<file path="src/rtl/signed_bcd_conv.sv">
// Iterative signed/unsigned 8-bit binary to 3-digit BCD converter (double dabble).
// One bit per clock; result and sign held until the next conversion completes.
module signed_bcd_conv #(
   parameter bit SIGNED_MODE = 1'b1
) (
   input  logic       clk,
   input  logic       rst_n,
   input  logic       start,
   input  logic [7:0] din,
   output logic       busy,
   output logic       done,
   output logic       sign,
   output logic [3:0] hund,
   output logic [3:0] tens,
   output logic [3:0] ones
);

   typedef enum logic [1:0] {IDLE, SHIFT, FINISH} state_t;

   state_t      state_reg, state_next;
   logic [19:0] work_reg, work_next;
   logic [2:0]  cnt_reg, cnt_next;
   logic        neg_reg, neg_next;
   logic        busy_reg, busy_next;
   logic        done_reg, done_next;
   logic        sign_reg, sign_next;
   logic [3:0]  hund_reg, hund_next;
   logic [3:0]  tens_reg, tens_next;
   logic [3:0]  ones_reg, ones_next;

   logic        in_neg;
   logic [7:0]  mag;
   logic [11:0] bcd_adj;
   logic [19:0] shifted;

   // 8'h80 negates to 8'h80, which read unsigned is the required magnitude 128
   assign in_neg = din[7] & SIGNED_MODE;
   assign mag    = in_neg ? (~din + 8'd1) : din;

   genvar gi;
   generate
      for (gi = 0; gi < 3; gi++) begin : g_adj
         logic [3:0] nib;
         assign nib = work_reg[8 + 4*gi +: 4];
         assign bcd_adj[4*gi +: 4] = (nib >= 4'd5) ? (nib + 4'd3) : nib;
      end
   endgenerate

   // Hundreds never exceeds 2, so the adjusted top bit is never shifted out
   assign shifted = {bcd_adj[10:0], work_reg[7:0], 1'b0};

   always_comb begin
      state_next = state_reg;
      work_next  = work_reg;
      cnt_next   = cnt_reg;
      neg_next   = neg_reg;
      sign_next  = sign_reg;
      hund_next  = hund_reg;
      tens_next  = tens_reg;
      ones_next  = ones_reg;
      case (state_reg)
         IDLE: begin
            if (start) begin
               neg_next   = in_neg;
               work_next  = {12'h000, mag};
               cnt_next   = 3'd0;
               state_next = SHIFT;
            end
         end
         SHIFT: begin
            work_next = shifted;
            cnt_next  = cnt_reg + 3'd1;
            if (cnt_reg == 3'd7) begin
               sign_next  = neg_reg;
               hund_next  = shifted[19:16];
               tens_next  = shifted[15:12];
               ones_next  = shifted[11:8];
               state_next = FINISH;
            end
         end
         FINISH: state_next = IDLE;
         default: state_next = IDLE;
      endcase
      busy_next = (state_next != IDLE);
      done_next = (state_next == FINISH);
   end

   always_ff @(posedge clk or negedge rst_n) begin
      if (!rst_n) begin
         state_reg <= IDLE;
         work_reg  <= 20'h0;
         cnt_reg   <= 3'd0;
         neg_reg   <= 1'b0;
         busy_reg  <= 1'b0;
         done_reg  <= 1'b0;
         sign_reg  <= 1'b0;
         hund_reg  <= 4'h0;
         tens_reg  <= 4'h0;
         ones_reg  <= 4'h0;
      end else begin
         state_reg <= state_next;
         work_reg  <= work_next;
         cnt_reg   <= cnt_next;
         neg_reg   <= neg_next;
         busy_reg  <= busy_next;
         done_reg  <= done_next;
         sign_reg  <= sign_next;
         hund_reg  <= hund_next;
         tens_reg  <= tens_next;
         ones_reg  <= ones_next;
      end
   end

   assign busy = busy_reg;
   assign done = done_reg;
   assign sign = sign_reg;
   assign hund = hund_reg;
   assign tens = tens_reg;
   assign ones = ones_reg;

endmodule

</file>
<file path="config.mk">
export PLATFORM = sky130hd
export DESIGN_NAME = signed_bcd_conv
export DESIGN_NICKNAME = d
export VERILOG_FILES = /design/src/rtl/signed_bcd_conv.sv
export SDC_FILE = /design/constraint.sdc
export NUM_CORES = 1
export LEC_CHECK = 0
export ABC_CLOCK_PERIOD_IN_PS = 1690
export BUFFER_PORTS_ARGS = -buffer_cell sky130_fd_sc_hd__buf_4
export CORE_MARGIN = 2
export CORE_UTILIZATION = 40
export DETAILED_ROUTE_END_ITERATION = 8
export GPL_TIMING_DRIVEN = 0
export HOLD_SLACK_MARGIN = 0.1
export SYNTH_ARGS = -nofsm -noshare
export SYNTH_HDL_FRONTEND = slang
export SYNTH_SLANG_ARGS = --single-unit
</file>
<file path="constraint.sdc">
create_clock -name clk -period 1.69 [get_ports clk]
set_input_delay 0.338 -clock clk [delete_from_list [all_inputs] [get_ports clk]]
set_output_delay 0.338 -clock clk [all_outputs]
set_load 0.01 [all_outputs]
</file>
==> results.txt <==
----------------------------------------------------
[Clock network]
  Clk_lat worst skew ... between 0.2 and 0.3 ns
  Register clock-pin slew on the reported worst setup and hold paths ... 0.08 ns
  H-tree level count ... 2
  TritonCTS clock tree ... yes
  Root buffer selected by CTS ... clkbuf_8
  Clock buffers created by TritonCTS ... 5
  Clock sinks ... 41
  Bufs on Longest Clock Path ... 2

[Synthesis]
  Proportion of synthesized flip-flops having asynchronous set or reset ... 1.000
  Top cell type's share of synthesized area ... 0.5200
  Main combinational cell family by area after synthesis ... compound AO/OA/AOI/OAI gates
  Commonest cells in the synthesized netlist ... 41 x dfrtp_1, 20 x o21ai_1, 18 x nand2_1
  Cell type contributing the most total cell area after synthesis ... dfrtp_1
  Cell variety after synth ... 38
  Adder and majority gate portion of the synthesized area ... 0.05707
  Post-Syn Nets ... 212
  Mux cell area share after synthesis ... 0.03805
  Largest cells by area after synthesis ... dfrtp_1 52%, ha_1 5.7%, o21ai_1 5.1%
  Mapped cell area ... 1973 µm²
  Number of storage elements in the synthesis netlist ... approximately 40
  Most common cell in the synthesized netlist ... dfrtp_1
  Compound-gate portion of the synthesized area ... 0.1718
  Share of synthesized cell area in and, or, nand and nor gates ... 0.1306
  Xor and xnor fraction of the mapped netlist area ... 0.03551
  Sequential share of the synthesized area ... 0.5200
  Cells after Synth ... roughly 190
  Most used flip-flop cell after synthesis ... dfrtp_1
  Mean Syn Cell Area ... between 10 and 15 µm²
  Number of synthesized flops with an enable pin ... 0
  Yosys warnings ... 0

[STA]
  Relative slew slack ... 0.6618
  Shortest period the worst path allows ... 1.587 ns
  Setup violations, final ... 0
  Pin slew with the least headroom to its limit ... about 0.51 ns
  Total negative setup slack ... 0 ns
  Worst clock skew on the final layout ... 0.004017 ns
  Max Clk Rate ... roughly 630 MHz
  Period utilization ... 0.9392
  Final Hold Fails ... 0
  Max-slew violation total from the final report ... 0

[Worst setup path]
  Required time of the critical path ... between 1.5 and 2 ns
  Maximum fanout along the worst path ... 4
  Worst setup path startpoint ... work_reg[8]
  Slowest cell on crit path ... dfrtp_1
  Register-to-register path setup slack ... about 0.1 ns
  Reg2Reg Depth ... 6
  Nature of the critical path endpoint ... flip-flop
  Capture point of the worst reg-to-reg path ... ones[2]
  Path type of the worst setup path ... reg -> reg
  CP cell instances ... inv_1, ha_2, nand2b_1, a21oi_2, mux2_2, o21ai_1
  Startpoint class of the critical path ... flip-flop
  Largest incremental delay on the critical path ... 0.40 ns
  Critical path arrival ... roughly 1.8 ns
  R2R Path Start ... work_reg[8]
  Timing endpoint of the critical path ... ones[2]

[Floorplanning]
  Initial cell density of the core ... 0.4150
  Standard-cell row count ... 25
  Die ar. ... roughly 5500 µm²
  Core Region ... about 4800 µm²
  Vertical die dimension ... ~74 µm
  IO Count ... 26
  Horizontal extent of the die ... between 70 and 80 µm

[Finish]
  Max FFs per register ... 20
  Fraction of layout cells with a size suffix above 1 ... 0.2434
  Storage cell area ... slightly above 1000 µm²
  Filler Cells Inserted ... ~460
  Count of nets after finishing ... approximately 250
  Post-layout util ... 0.4971
  Antenna Cells ... 0
  P&R area growth vs syn ... 19.78%
  Multi-input gate area in the final layout ... between 800 and 900 µm²

[Power and ir drop]
  PwrDens ... ~1800 nW/µm²
  Leak pwr ... 1.077 nW
  VDD IR-drop max ... approximately 0.53 mV

[Detailed routing]
  Number of violations reported at the end of detailed-routing iteration 0 ... 45
  Number of routed nets with antenna violations ... 0
  DRC violation count after routing ... 0
  Iteration count of the initial detailed-routing pass ... 4
  Via count ... around 1,400
  Total detailed-routing wirelength ... around 3800 µm
  Routed wirelength normalized by instance count ... ~13 µm
  Number of vias per cell after detailed routing ... ~4.9

[Placement]
  RD Place Congestion ... around 0.76
  Detailed placement HPWL ... roughly 2700 µm
  Count of input and output buffers ... 25

[Status]
  Status ... complete, no violations

[GRT]
  Largest net degree at the start of global routing ... between 40 and 50
  Wire length of the first global-routing pass ... roughly 6600 µm
  Global route total overflow ... 0
  Initial antenna violation count ... 0
  GRT Resource Usage Total ... 0.1576
  Number of global-route vias before repair ... between 1,000 and 1,500

[Run]
  Max_cap viols ... 0

[Hold path]
  Path category of the worst min-delay check ... in -> reg

----------------------------------------------------
==> metrics by stage <==
| step | total power [mW] | worst slack, ns | hold slack [ns] | cell area [µm²] | instances |
|---|---|---|---|---|---|
| after detailed placement | 3.640 | 0.04156 | 0.3509 | 2245 | 284 |
| after global routing | 4.682 | -0.004967 | 0.3293 | 2364 | 293 |
| after global placement | 3.586 | 0.07773 | 0.3545 | 2245 | 284 |
| final | 4.283 | 0.1027 | 0.3210 | 2364 | 293 |
| after floorplan | 3.007 | 0.2127 | 0.04241 | 1973 | 192 |
| after CTS | 4.274 | 0.02366 | 0.3156 | 2337 | 293 |
==> power by group <==
group	switching, mW	total (mW)	internal [mW]
combinational	1.00	1.95	0.949
clock	0.336	0.622	0.286
sequential	0.299	1.71	1.41
total	1.63	4.28	2.65
==> layer usage <==
layer,up-vias,wire (µm),track usage
met2,31,1773,0.2510
li1,735,-,-
met3,5,141,0.04472
met4,0,57,0.05357
met5,-,0,0
met1,675,1847,0.2081
==> logic make-up (layout without fill, tap and decap cells) <==
| logic type | count (synthesis) | after routing |
|---|---|---|
| compound gates | 60 | 60 |
| simple gates | 49 | 49 |
| flops | 41 | 41 |
| buf+inv | 19 | 53 |
| fa+ha+maj | 9 | 9 |
| xor+xnor | 8 | 8 |
| mux | 6 | 6 |
==> cells in the final DEF, fill, tap and decap left out, types with 6 or more instances in the layout <==
cell type,count
dfrtp_1,41
buf_4,27
o21ai_1,20
nand2_1,18
a21oi_1,11
inv_1,9
o22ai_1,8
ha_1,7
nor2_1,6
xnor2_1,6
o21ai_0,6
==> timing repair <==
item                       in CTS  in global routing
buffers inserted                0                  0
resized for setup               0                  6
setup endpoints to repair       0                  6
hold buffers                    1                  0
hold endpoints to repair       41                  0
==> worst min-delay path by stage <==
stage	start	endpoint	depth (start not counted)
2_1_floorplan	rst_n	busy	0
3_3_place_gp	rst_n	work_reg[13]	1
3_5_place_dp	rst_n	tens[2]	1
4_1_cts	din[7]	neg_reg	2
5_1_grt	din[7]	neg_reg	2
6_report	din[7]	neg_reg	2
==> final cells by class <==
class	count	area share
plain buffers	7	0.01906
clock buffers	6	0.03070
clock inverters	2	0.004235
inverters	12	0.02012
multi-input cells	132	0.3727
flip-flops and latches	41	0.4341
well taps	67	0.03547
repair buffers	26	0.08364
==> worst max-delay path: cells and delay by family, from the launching register on <==
kind                       cells  cell delay (ns)
muxes                          1             0.36
AOI/OAI and AO/OA              2             0.31
adders and majority gates      1             0.22
buffers and inverters          1             0.12
DFF                            1             0.40
and+or+nand+nor                1             0.09
Note: power is estimated with default switching activity, not from simulation.
